<file path="config.mk">
export PLATFORM = sky130hd
export DESIGN_NAME = internal_cell_pipe
export DESIGN_NICKNAME = d
export VERILOG_FILES = /design/src/rtl/internal_cell_pipe.sv
export SDC_FILE = /design/constraint.sdc
export NUM_CORES = 2
export LEC_CHECK = 0
export ABC_AREA = 0
export BUFFER_PORTS_ARGS = -buffer_cell sky130_fd_sc_hd__buf_2
export CORE_AREA = 4 4 234 350
export DETAILED_ROUTE_END_ITERATION = 8
export DIE_AREA = 0 0 238 354
export PLACE_DENSITY = 0.77
export SETUP_SLACK_MARGIN = 0.3
export SLEW_MARGIN = 20
export SYNTH_ARGS = -nofsm -noshare
export SYNTH_HDL_FRONTEND = slang
export SYNTH_SLANG_ARGS = --single-unit
export TNS_END_PERCENT = 30
</file>
<file path="constraint.sdc">
create_clock -name clk -period 12.07 [get_ports clk]
set_clock_uncertainty 0.15 [all_clocks]
set_input_delay 1.207 -clock clk [delete_from_list [all_inputs] [get_ports clk]]
set_output_delay 1.207 -clock clk [all_outputs]
set_load 0.02 [all_outputs]
</file>
<file path="src/rtl/internal_cell_pipe.sv">
// Systolic internal cell: multiply-accumulate against a stored element p, with
// neighbour pivoting, a load/unload shift path and a clear path. The latency is
// selectable as 1 or 2 cycles, and p always updates on the accepting edge so
// that back-to-back beats never stall.
module internal_cell_pipe #(
    parameter int unsigned DATA_W = 32,
    parameter int unsigned FRAC_W = 16,
    parameter int unsigned PIPE   = 2
) (
    input  logic              clk,
    input  logic              rst,
    input  logic              in_valid,
    input  logic [1:0]        mode,
    input  logic [DATA_W-1:0] c_in,
    input  logic [DATA_W-1:0] x_in,
    input  logic              s_in,
    output logic              out_valid,
    output logic [DATA_W-1:0] c_out,
    output logic [DATA_W-1:0] x_out,
    output logic              s_out,
    output logic              ovf,
    output logic              ovf_sticky,
    output logic [DATA_W-1:0] p_out
);

    typedef enum logic [1:0] {
        ModeNonPiv = 2'b00,
        ModePiv    = 2'b01,
        ModeShift  = 2'b10,
        ModeClear  = 2'b11
    } mode_e;

    localparam int unsigned PW = 2 * DATA_W;
    localparam int unsigned SW = 2 * DATA_W + 1;

    localparam logic signed [SW-1:0] SatMax = $signed({{(DATA_W + 2){1'b0}}, {(DATA_W - 1){1'b1}}});
    localparam logic signed [SW-1:0] SatMin = $signed({{(DATA_W + 2){1'b1}}, {(DATA_W - 1){1'b0}}});

    mode_e                    mode_dec;
    logic [DATA_W-1:0]        p_q, p_d;
    logic                     sw;
    logic signed [DATA_W-1:0] w1, w2;
    logic signed [PW-1:0]     prod, prod_sh;
    logic                     byp;
    logic signed [PW-1:0]     s0_prod;
    logic signed [DATA_W-1:0] s0_add;

    // Signals entering the final saturate-and-register stage
    logic                     fin_valid;
    logic                     fin_byp;
    logic                     fin_s;
    logic [DATA_W-1:0]        fin_c;
    logic signed [PW-1:0]     fin_prod;
    logic signed [DATA_W-1:0] fin_add;

    logic signed [SW-1:0]     sum;
    logic                     sat_hi, sat_lo;
    logic [DATA_W-1:0]        sat_res;
    logic                     ovf_d;

    logic                     out_valid_q, s_out_q, ovf_q, ovf_sticky_q;
    logic [DATA_W-1:0]        c_out_q, x_out_q;

    assign mode_dec = mode_e'(mode);

    // Operand selection, product and next value of p
    always_comb begin
        sw      = (mode_dec == ModePiv) && s_in;
        w1      = sw ? $signed(x_in) : $signed(p_q);
        w2      = sw ? $signed(p_q) : $signed(x_in);
        prod    = $signed(c_in) * w1;
        prod_sh = prod >>> FRAC_W;
        // Shift and clear bypass the multiplier: product forced to 0 so the adder passes the
        // bypass value through unchanged and can never saturate.
        byp     = mode[1];
        s0_prod = byp ? '0 : prod_sh;
        if (mode_dec == ModeShift) begin
            s0_add = $signed(p_q);
        end else if (mode_dec == ModeClear) begin
            s0_add = $signed(x_in);
        end else begin
            s0_add = w2;
        end
        p_d = p_q;
        if (in_valid) begin
            unique case (mode_dec)
                ModeNonPiv, ModePiv: p_d = sw ? x_in : p_q;
                ModeShift:           p_d = x_in;
                ModeClear:           p_d = '0;
                default:             p_d = p_q;
            endcase
        end
    end

    // Stored element
    always_ff @(posedge clk) begin
        if (rst) begin
            p_q <= '0;
        end else begin
            p_q <= p_d;
        end
    end

    if (PIPE == 1) begin : g_pipe1
        assign fin_valid = in_valid;
        assign fin_byp   = byp;
        assign fin_s     = s_in;
        assign fin_c     = c_in;
        assign fin_prod  = s0_prod;
        assign fin_add   = s0_add;
    end else begin : g_pipe2
        logic                     s1_valid, s1_byp, s1_s;
        logic [DATA_W-1:0]        s1_c;
        logic signed [PW-1:0]     s1_prod;
        logic signed [DATA_W-1:0] s1_add;

        // Stage 1: shifted product, addend and side-band of the beat
        always_ff @(posedge clk) begin
            if (rst) begin
                s1_valid <= 1'b0;
                s1_byp   <= 1'b0;
                s1_s     <= 1'b0;
                s1_c     <= '0;
                s1_prod  <= '0;
                s1_add   <= '0;
            end else begin
                s1_valid <= in_valid;
                if (in_valid) begin
                    s1_byp  <= byp;
                    s1_s    <= s_in;
                    s1_c    <= c_in;
                    s1_prod <= s0_prod;
                    s1_add  <= s0_add;
                end
            end
        end

        assign fin_valid = s1_valid;
        assign fin_byp   = s1_byp;
        assign fin_s     = s1_s;
        assign fin_c     = s1_c;
        assign fin_prod  = s1_prod;
        assign fin_add   = s1_add;
    end

    // Wide sum and clamp to the signed DATA_W range
    always_comb begin
        sum     = $signed({fin_prod[PW-1], fin_prod})
                + $signed({{(DATA_W + 1){fin_add[DATA_W-1]}}, fin_add});
        sat_hi  = sum > SatMax;
        sat_lo  = sum < SatMin;
        sat_res = sum[DATA_W-1:0];
        if (sat_hi) begin
            sat_res = SatMax[DATA_W-1:0];
        end else if (sat_lo) begin
            sat_res = SatMin[DATA_W-1:0];
        end
        ovf_d = fin_valid && !fin_byp && (sat_hi || sat_lo);
    end

    // Output stage: data holds between beats, qualifiers pulse per beat
    always_ff @(posedge clk) begin
        if (rst) begin
            out_valid_q  <= 1'b0;
            ovf_q        <= 1'b0;
            ovf_sticky_q <= 1'b0;
            x_out_q      <= '0;
            c_out_q      <= '0;
            s_out_q      <= 1'b0;
        end else begin
            out_valid_q  <= fin_valid;
            ovf_q        <= ovf_d;
            ovf_sticky_q <= ovf_sticky_q | ovf_d;
            if (fin_valid) begin
                x_out_q <= sat_res;
                c_out_q <= fin_c;
                s_out_q <= fin_s;
            end
        end
    end

    assign out_valid  = out_valid_q;
    assign x_out      = x_out_q;
    assign c_out      = c_out_q;
    assign s_out      = s_out_q;
    assign ovf        = ovf_q;
    assign ovf_sticky = ovf_sticky_q;
    assign p_out      = p_q;

endmodule

</file>
==> metrics.txt <==
row cnt between 100 and 150; Slew Limit Fails 0; global-route wire length before repair 219.9 mm; Avg WL per Cell 22.88 um; # fillers 6475; RSZ-0062 raised after global routing no; Clock transition at path regs roughly 0.060 ns; Vias approximately 36000; max incr delay on CP 0.67 ns; status finished, final reports clean; fmax 0.09904 GHz; CP Class primary input to register; post-layout util 0.6238; Setup Viol. Count Final 0; core area 0.07867 mm^2; gpl congestion 0.9811; Post-synth top flop dfxtp_1; Critical Path RT 12.35 ns; Die H 354 um; most frequent cells in the layout fa_1, inv_1, nand2_1, and2_1, nor2_1; H-tree depth 1; Iteration-0 DRC Markers 2890; # DRC 0; Post-Synthesis Cells 5075; clock insertion delay at the later pin of the skew report 0.54 ns; DIE WIDTH 238 um; Initial Utilization 0.5959; Power Density 242.5 mW/mm^2; WL final 138.7 mm; Tcrit/Tclk final 0.8365; CTS tree yes; layout cells sized above 1 0.06475; Slowest cell on crit path mux2_2; hold crit path type register to register; Root Driver clkbuf_16; cts hold-fix bufs 0; count of state elements after synthesis approximately 220; first drt pass iteration count 5; Vias/cell just under 6; Final Hold Viols 0; Detail Route Antenna Nets 0; fraction of registers with async set or reset after synthesis 0; leading cell type in the layout, fill and taps excluded fa_1; Slew headroom 0.2315; crit path time final 10.10 ns; setup_tns 0 ns; worst slew pin tran 1.129 ns; detailed placement HPWL 109.6 mm; # IOs 170; register area share after synthesis 0.09181; Leak ~24 nW; largest net degree at the start of global routing 88; number of synthesized flops with an enable pin 0; Post-CTS Setup Inserts 0; initial antenna violation count 4; most frequent CP cell fa_1; syn nets 6455; die area about 0.084 mm^2; startpoint types primary input; Synth cell types 79; GRT Total Usage 0.3340; CP Max Fanout 34; Avg Synthesized Cell Area slightly above 9 um^2; CTS max path bufs 3; Reg2Reg Depth 27; number of global-route vias before repair 39533; Layout area overhead 4.673%; max cap viols 0; total gr overflow 0; Max VDD drop around 0.00042 V; Crit. End Element register; cts bufs inserted 21; netlist area before placement approximately 0.047 mm^2; YS warnings 0; PostCTS Resize Cnt 0; Critical Path AT approximately 10 ns; port bufs around 170; WHS Path Cells 2; Sink Count 215; Final nets 6400
-- sequential cells by signal, indices dropped and copies added (netlist names), 32 cells and up --
register and count:
p_out 32, fin_c 32, x_out 32, c_out 32, fin_prod 48, fin_add 32
-- cell families after synthesis --
kind of cell	synth area share
compound gates	0.07457
xor+xnor	0.01850
fa+ha+maj	0.5229
buf+inv	0.1012
flops	0.09181
mux	0.02944
simple gates	0.1616
-- metal layers --
metal,wire (um),track usage
met5,23,0
met4,11620,0.2183
met3,11120,0.05189
met2,68040,0.5664
met1,47900,0.3940
-- stage by stage --
| step | setup slack (ns) | std cells | power [W] | hold slack, ns | area, um^2 |
|---|---|---|---|---|---|
| final | 1.973 | 6062 | 0.01190 | 0.3091 | 49070 |
| after global routing | 1.434 | 6059 | 0.01300 | 0.3478 | 49060 |
| after CTS | 1.992 | 6059 | 0.01183 | 0.3180 | 49060 |
| after detailed placement | 1.414 | 6021 | 0.01115 | 0.3031 | 48390 |
| after global placement | 1.583 | 6021 | 0.01097 | 0.2905 | 48390 |
| after floorplan | 1.916 | 5075 | 0.008212 | 0.2815 | 46880 |
-- Yosys cell counts, drive strengths merged, types with 7 or more instances --
| library cell | instances | area, um^2 |
|---|---|---|
| a211oi | 44 | 330.3 |
| and2 | 284 | 1777 |
| o211ai | 11 | 82.58 |
| dfxtp | 215 | 4304 |
| a31oi | 8 | 50.05 |
| and3 | 10 | 62.56 |
| nor3 | 18 | 90.09 |
| nand3 | 33 | 165.2 |
| ha | 228 | 2853 |
| xor2 | 39 | 341.6 |
| fa | 1082 | 21660 |
| a21oi | 107 | 546.8 |
| nor4 | 9 | 56.30 |
| nor2 | 248 | 930.9 |
| a21boi | 7 | 52.55 |
| o21a | 18 | 135.1 |
| xnor2 | 60 | 525.5 |
| a21o | 51 | 382.9 |
| a22oi | 56 | 420.4 |
| a221oi | 8 | 82.58 |
| or2 | 12 | 75.07 |
| clkbuf | 284 | 1066 |
| inv | 961 | 3607 |
| o311ai | 27 | 274.0 |
| nor2b | 239 | 1495 |
| nand2 | 607 | 2278 |
| or3 | 8 | 50.05 |
| nand2b | 24 | 150.1 |
| mux2i | 112 | 1121 |
| a2111oi | 8 | 76.32 |
| nand4 | 40 | 250.2 |
| o21bai | 14 | 105.1 |
| o21ai | 84 | 431.7 |
| o31ai | 9 | 67.56 |
| mux2 | 23 | 259.0 |
| buf | 13 | 72.56 |
-- area by class of cell --
cell class                      instances  area (um^2)  area share
Multi-Input combinational cell       3602        37970      0.7737
Antenna cell                            3        7.507   0.0001530
Timing Repair Buffer                  219         1239     0.02524
Inverter                              961         3607     0.07351
Tap cell                             1024         1281     0.02611
Clock inverter                         11        75.07    0.001530
Clock buffer                           27        588.1     0.01198
Sequential cell                       215         4305     0.08774
-- path summary, 6_finish.rpt --
check,start,to,slack [ns]
setup / recovery,mode[1],fin_prod[46],1.97
hold reg to reg,x_out[15],x_out[15],0.31
hold / removal,x_out[15],x_out[15],0.31
setup reg to reg,p_out[6],fin_prod[46],2.92
-- where the power goes --
part	total, W	internal (W)	switching [W]
combinational	0.0104	0.00411	0.00628
sequential	0.000857	0.000797	0.0000605
clock	0.000648	0.000349	0.000299
total	0.0119	0.00526	0.00664
-- worst max-delay path: cells and delay by family --
family | cells | cell delay (ns)
compound gates | 4 | 1.02
fa+ha+maj | 9 | 4.62
buf+inv | 9 | 1.38
mux | 1 | 0.67
simple gates | 7 | 1.39
Note: power is estimated with default switching activity, not from simulation.
